### config.mk
export PLATFORM = sky130hd
export DESIGN_NAME = rf_wb_arb_flat
export DESIGN_NICKNAME = d
export VERILOG_FILES = /design/src/rtl/rf_wb_arb_if.sv /design/src/rtl/rf_wb_arb.sv /design/src/flat_wrapper.sv
export SDC_FILE = /design/constraint.sdc
export NUM_CORES = 1
export LEC_CHECK = 0
export ABC_AREA = 1
export BUFFER_PORTS_ARGS = -buffer_cell sky130_fd_sc_hd__buf_2
export CAP_MARGIN = 20
export CORE_MARGIN = 3
export CORE_UTILIZATION = 36
export DETAILED_ROUTE_END_ITERATION = 12
export SLEW_MARGIN = 20
export SYNTH_ARGS = -nofsm -noshare
export SYNTH_HDL_FRONTEND = slang
export SYNTH_SLANG_ARGS = --single-unit
### constraint.sdc
create_clock -name clk -period 8.9 [get_ports clk]
set_input_delay 0.89 -clock clk [delete_from_list [all_inputs] [get_ports clk]]
set_output_delay 0.89 -clock clk [all_outputs]
set_load 0.01 [all_outputs]
### src/rtl/rf_wb_arb_if.sv
// rtl/rf_wb_arb_if.sv - pipeline/LSU writeback and RF write-port bundle for rf_wb_arb
interface rf_wb_arb_if;
  logic        pipe_we;
  logic [4:0]  pipe_wR;
  logic [31:0] pipe_wD;
  logic        lsu_valid;
  logic        lsu_ready;
  logic [4:0]  lsu_wR;
  logic [31:0] lsu_wD;
  logic        rf_we;
  logic [4:0]  rf_wR;
  logic [31:0] rf_wD;
  logic [31:0] pend;
  logic        empty;

  modport master (
    output pipe_we, pipe_wR, pipe_wD, lsu_valid, lsu_wR, lsu_wD,
    input  lsu_ready, rf_we, rf_wR, rf_wD, pend, empty
  );

  modport slave (
    input  pipe_we, pipe_wR, pipe_wD, lsu_valid, lsu_wR, lsu_wD,
    output lsu_ready, rf_we, rf_wR, rf_wD, pend, empty
  );
endinterface

### src/rtl/rf_wb_arb.sv
// rtl/rf_wb_arb.sv - RF write-port arbiter: pipeline has priority, LSU results queue in a FIFO.
// Define RF_WB_PEND_EN to build the pending-write bitmap; otherwise pend is tied to zero.
module rf_wb_arb #(
  parameter int DEPTH = 4
) (
  input logic        clk,
  input logic        rst,
  rf_wb_arb_if.slave bus
);
  localparam int AW = $clog2(DEPTH);
  localparam int CW = AW + 1;
  localparam logic [CW-1:0] FULL_CNT = CW'(DEPTH);

  logic [4:0]    wr_q [DEPTH];
  logic [31:0]   wd_q [DEPTH];
  logic [AW-1:0] head_q, head_d;
  logic [AW-1:0] tail_q, tail_d;
  logic [CW-1:0] count_q, count_d;
  logic          rf_we_q, rf_we_d;
  logic [4:0]    rf_wR_q, rf_wR_d;
  logic [31:0]   rf_wD_q, rf_wD_d;
  logic          full, slot_busy, push, pop;

  assign full      = (count_q == FULL_CNT);
  assign slot_busy = bus.pipe_we && (bus.pipe_wR != 5'd0);
  assign pop       = !slot_busy && (count_q != '0);
  // x0 writes complete the handshake but never occupy a FIFO entry
  assign push      = bus.lsu_valid && bus.lsu_ready && (bus.lsu_wR != 5'd0);

  assign bus.lsu_ready = !rst && !full;
  assign bus.empty     = (count_q == '0);
  assign bus.rf_we     = rf_we_q;
  assign bus.rf_wR     = rf_wR_q;
  assign bus.rf_wD     = rf_wD_q;

  always_comb begin
    rf_we_d = slot_busy || pop;
    rf_wR_d = rf_wR_q;
    rf_wD_d = rf_wD_q;
    if (slot_busy) begin
      rf_wR_d = bus.pipe_wR;
      rf_wD_d = bus.pipe_wD;
    end else if (pop) begin
      rf_wR_d = wr_q[head_q];
      rf_wD_d = wd_q[head_q];
    end
    head_d  = pop  ? head_q + AW'(1) : head_q;
    tail_d  = push ? tail_q + AW'(1) : tail_q;
    count_d = count_q;
    if (push && !pop) begin
      count_d = count_q + CW'(1);
    end else if (pop && !push) begin
      count_d = count_q - CW'(1);
    end
  end

  always_ff @(posedge clk or posedge rst) begin
    if (rst) begin
      head_q  <= '0;
      tail_q  <= '0;
      count_q <= '0;
      rf_we_q <= 1'b0;
      rf_wR_q <= '0;
      rf_wD_q <= '0;
    end else begin
      head_q  <= head_d;
      tail_q  <= tail_d;
      count_q <= count_d;
      rf_we_q <= rf_we_d;
      rf_wR_q <= rf_wR_d;
      rf_wD_q <= rf_wD_d;
    end
  end

  // Entry storage needs no reset: validity is tracked by head/count alone
  always_ff @(posedge clk) begin
    if (push) begin
      wr_q[tail_q] <= bus.lsu_wR;
      wd_q[tail_q] <= bus.lsu_wD;
    end
  end

`ifdef RF_WB_PEND_EN
  logic [31:0]   pend_c;
  logic [AW-1:0] off;

  // Slot i is live when its distance from head (mod DEPTH) is below the occupancy
  always_comb begin
    pend_c = '0;
    off    = '0;
    for (int i = 0; i < DEPTH; i++) begin
      off = AW'(i) - head_q;
      if ({1'b0, off} < count_q) begin
        pend_c[wr_q[i]] = 1'b1;
      end
    end
    pend_c[0] = 1'b0;
  end

  assign bus.pend = pend_c;
`else
  assign bus.pend = 32'b0;
`endif
endmodule

### src/flat_wrapper.sv
// flat-port wrapper written by rule: the top's interface ports become plain ports
module rf_wb_arb_flat 
#(
  parameter int DEPTH = 4
)
  (clk, rst, bus_pipe_we, bus_pipe_wR, bus_pipe_wD, bus_lsu_valid, bus_lsu_wR, bus_lsu_wD, bus_lsu_ready, bus_rf_we, bus_rf_wR, bus_rf_wD, bus_pend, bus_empty);
  rf_wb_arb_if bus_i ();
  input logic clk;
  input logic rst;
  input wire logic [$bits(bus_i.pipe_we)-1:0] bus_pipe_we;
  input wire logic [$bits(bus_i.pipe_wR)-1:0] bus_pipe_wR;
  input wire logic [$bits(bus_i.pipe_wD)-1:0] bus_pipe_wD;
  input wire logic [$bits(bus_i.lsu_valid)-1:0] bus_lsu_valid;
  input wire logic [$bits(bus_i.lsu_wR)-1:0] bus_lsu_wR;
  input wire logic [$bits(bus_i.lsu_wD)-1:0] bus_lsu_wD;
  output wire logic [$bits(bus_i.lsu_ready)-1:0] bus_lsu_ready;
  output wire logic [$bits(bus_i.rf_we)-1:0] bus_rf_we;
  output wire logic [$bits(bus_i.rf_wR)-1:0] bus_rf_wR;
  output wire logic [$bits(bus_i.rf_wD)-1:0] bus_rf_wD;
  output wire logic [$bits(bus_i.pend)-1:0] bus_pend;
  output wire logic [$bits(bus_i.empty)-1:0] bus_empty;
  assign bus_i.pipe_we = bus_pipe_we;
  assign bus_i.pipe_wR = bus_pipe_wR;
  assign bus_i.pipe_wD = bus_pipe_wD;
  assign bus_i.lsu_valid = bus_lsu_valid;
  assign bus_i.lsu_wR = bus_lsu_wR;
  assign bus_i.lsu_wD = bus_lsu_wD;
  assign bus_lsu_ready = bus_i.lsu_ready;
  assign bus_rf_we = bus_i.rf_we;
  assign bus_rf_wR = bus_i.rf_wR;
  assign bus_rf_wD = bus_i.rf_wD;
  assign bus_pend = bus_i.pend;
  assign bus_empty = bus_i.empty;
  rf_wb_arb #(.DEPTH(DEPTH)) u_core (.clk(clk), .rst(rst), .bus(bus_i));
endmodule
==> results.toml <==
[power_and_ir_drop]
switching_share = 0.355
power.share.clock = 0.266
p_leak_nw = 4.73
power_mw = 2.89
ir_worst_vdd_mv = 0.124
p_int_mw = 1.86
pwr-share-comb = 0.316
powerDensity_nw_per_um2 = 285
p_switching_mw = 1.03
power_frac_seq = 0.419

[placed_design]
place_inst = 1285
hpwl_um = 12600
port_buffers = 117
preCtsSetupSlack_ps = 5170
routabilityCongestion = 0.822

[setup_path]
endpoint_kind = "output pin"
worstPathRequired_ps = 8010
critPathArrivalTime_ps = 2660
path_class = "reg -> out"
cp-start-kind = "flop"
r2r_slack_ps = 6240
path_max_fanout = 41

[detailed_routing]
totalWireLength_um = 20300
drc = 0
vias_per_cell = 4.61
met2_length_um = 9420
met3WireLength_um = 1480
dr.pass1.iters = 5
top_layer = "met5"
wl_per_cell_um = 15.4
ant_nets = 0
vias = 6075
first_iter_violations = 598
m1WireLength_um = 8900

[cells_and_area]
synthToLayoutAreaGrowth_pct = 14.3
fin_nets = 1069
fillers = 2250
drive_gt1_frac = 0.181
antenna_cells = 0
fin_cells = 1317

[sta]
slew_headroom = 0.382
timing.final.ws_setup_ps = 5350
rsz0062_at_grt = "false"
setup_violations = 0
finalHoldViolations = 0
period_share = 0.399
final.setup_skew_ps = 9.39
setup_tns_ps = 0
hold_ws_ps = 518
slew_violations = 0
finalCriticalPeriod_ps = 3550
clock.fmax_ghz = 0.282
worst_pin_slew_ps = 924

[logic_synthesis]
synth_cells = 890
synth-seq-area-share = 0.628
netlist_area_um2 = 8870
ys_ff_latch = 193
synth_cell_types = 28
syn-mean-instance-area_um2 = 9.97
synth_warnings = 0

[floorplanning]
die-height_um = 163
die_w_um = 163
design.core.area_um2 = 23800
initial_core_util = 0.372
io-pin-count = 150
dieArea_um2 = 26600
row_count = 56

[clock_network]
cts_tree = "done"
postCtsSetupBuffers = 0
cts_buffers = 17
cts.sinks = 193
clockBufferDepth = 2
ctsHoldBuffers = 0
htree_levels = 4
root_buffer = "clkbuf_16"
insertion_delay_ps = 430
clkTransAtPathRegs_ps = 70
cts_resized = 0

[global_routing]
grt_antenna_before_repair = 6
grt_pass1_vias = 5526
overflow = 0
grt_pass1_wl_um = 31000
grt_max_degree = 79
grt_usage = 0.154

[hold_path]
worst_hold_path_type = "reg -> reg"

[outcome]
status = "finished clean"

[flow_run]
max_cap_violations = 0
[cell usage after synthesis]
| master | number | area, um^2 |
|---|---|---|
| conb_1 | 1 | 3.75 |
| o21ai_0 | 1 | 5.00 |
| inv_2 | 4 | 15.0 |
| nand4_1 | 1 | 6.26 |
| nand2_1 | 202 | 758 |
| fa_1 | 1 | 20.0 |
| edfxtp_1 | 148 | 4440 |
| nor2_2 | 3 | 18.8 |
| xor2_1 | 2 | 17.5 |
| dfrtp_1 | 45 | 1130 |
| ha_1 | 5 | 62.6 |
| buf_12 | 1 | 20.0 |
| nor2_1 | 7 | 26.3 |
| nand2_2 | 1 | 6.26 |
| nand3_2 | 10 | 100 |
| mux2_2 | 1 | 11.3 |
| buf_8 | 1 | 15.0 |
| a21oi_1 | 2 | 10.0 |
| buf_4 | 40 | 300 |
| nand3_1 | 214 | 1070 |
| buf_1 | 6 | 22.5 |
| buf_6 | 4 | 45.0 |
| nand2_4 | 1 | 11.3 |
| inv_1 | 160 | 601 |
| clkbuf_1 | 6 | 22.5 |
| nand3_4 | 1 | 17.5 |
| xnor2_1 | 1 | 8.76 |
| buf_2 | 21 | 105 |
[critical path, stage by stage, from the launching register on]
cell and delay (ps):
dfrtp_1 440, nor2_2 190, nand2_2 540, inv_2 780, buf_2 260
[worst paths after layout]
check | from | endpoint | depth (start not counted)
worst max-delay path | u_core.count_q[0] | bus_empty | 4
worst min-delay path | u_core.bus.rf_wD[10] | u_core.bus.rf_wD[10] | 2
worst max register to register | u_core.count_q[0] | u_core.count_q[2] | 9
worst min register to register | u_core.bus.rf_wD[10] | u_core.bus.rf_wD[10] | 2
max in group asynchronous | rst | u_core.head_q[0] | 2
min in group asynchronous | rst | u_core.bus.rf_wD[2] | 2
[power groups by stage]
stage | Clock (mW) | Combinational, mW | Sequential, mW
after floorplan | 0 | 0.614 | 1.25
after global placement | 0 | 0.911 | 1.23
after detailed placement | 0 | 0.921 | 1.23
after CTS | 0.781 | 0.924 | 1.21
after global routing | 0.810 | 1.02 | 1.22
final | 0.768 | 0.912 | 1.21
[metrics by stage]
stage / instance area [um^2] / utilization
after floorplan: 8990 / -
after global placement: 9530 / 0.400
after detailed placement: 9530 / 0.400
after CTS: 10100 / 0.425
after global routing: 10100 / 0.425
final: 10100 / 0.425
[cell type report]
cell class | instances | area (um^2) | area share
Clock buffer | 25 | 538 | 0.0531
Sequential cell | 193 | 5570 | 0.550
Multi-Input combinational cell | 485 | 2300 | 0.227
Clock inverter | 7 | 71.3 | 0.00704
Timing Repair Buffer | 124 | 638 | 0.0630
Tap cell | 319 | 399 | 0.0394
Inverter | 164 | 617 | 0.0609
[flip-flops by register name, summed over array words and instances (netlist names)]
| signal | cells |
|---|---|
| u_core.bus.rf_we | 1 |
| u_core.bus.rf_wD | 32 |
| u_core.head_q | 2 |
| u_core.wd_q | 128 |
| u_core.wr_q | 20 |
| u_core.count_q | 3 |
| u_core.tail_q | 2 |
| u_core.bus.rf_wR | 5 |
[kinds of logic after synthesis]
family,Yosys count,share of synthesized area
compound gates,3,0.00169
fa+ha+maj,6,0.00931
buf+inv,243,0.129
mux,1,0.00127
simple gates,440,0.227
other cells,1,0.000423
flops,193,0.628
xor+xnor,3,0.00296
[cells in the final DEF (no fill, tap or decap)]
cell type | Yosys | final
mux2_2 | 1 | 1
clkbuf_8 | 0 | 4
bufinv_16 | 0 | 1
o21ai_0 | 1 | 1
xnor2_1 | 1 | 1
nor2_1 | 7 | 3
clkinv_2 | 0 | 4
conb_1 | 1 | 32
nor2_4 | 0 | 4
buf_2 | 21 | 117
ha_1 | 5 | 5
nand2_4 | 1 | 1
nand3_1 | 214 | 214
clkinv_4 | 0 | 3
dfrtp_1 | 45 | 44
edfxtp_1 | 148 | 148
inv_2 | 4 | 4
fa_1 | 1 | 1
nand2_1 | 202 | 202
nand3_4 | 1 | 1
xor2_1 | 2 | 2
clkbuf_1 | 6 | 2
dfrtp_2 | 0 | 1
inv_1 | 160 | 159
nand3_2 | 10 | 10
nand2_2 | 1 | 1
clkbuf_16 | 0 | 19
nand4_1 | 1 | 1
buf_4 | 40 | 7
a21oi_1 | 2 | 2
nor2_2 | 3 | 3
[per-layer routing]
metal	GRT usage	up-vias
met5	0	-
met4	0.0534	12
met3	0.0422	39
met2	0.246	187
met1	0.202	2840
li1	-	2997
No activity file was read; power rests on OpenSTA's default activity.
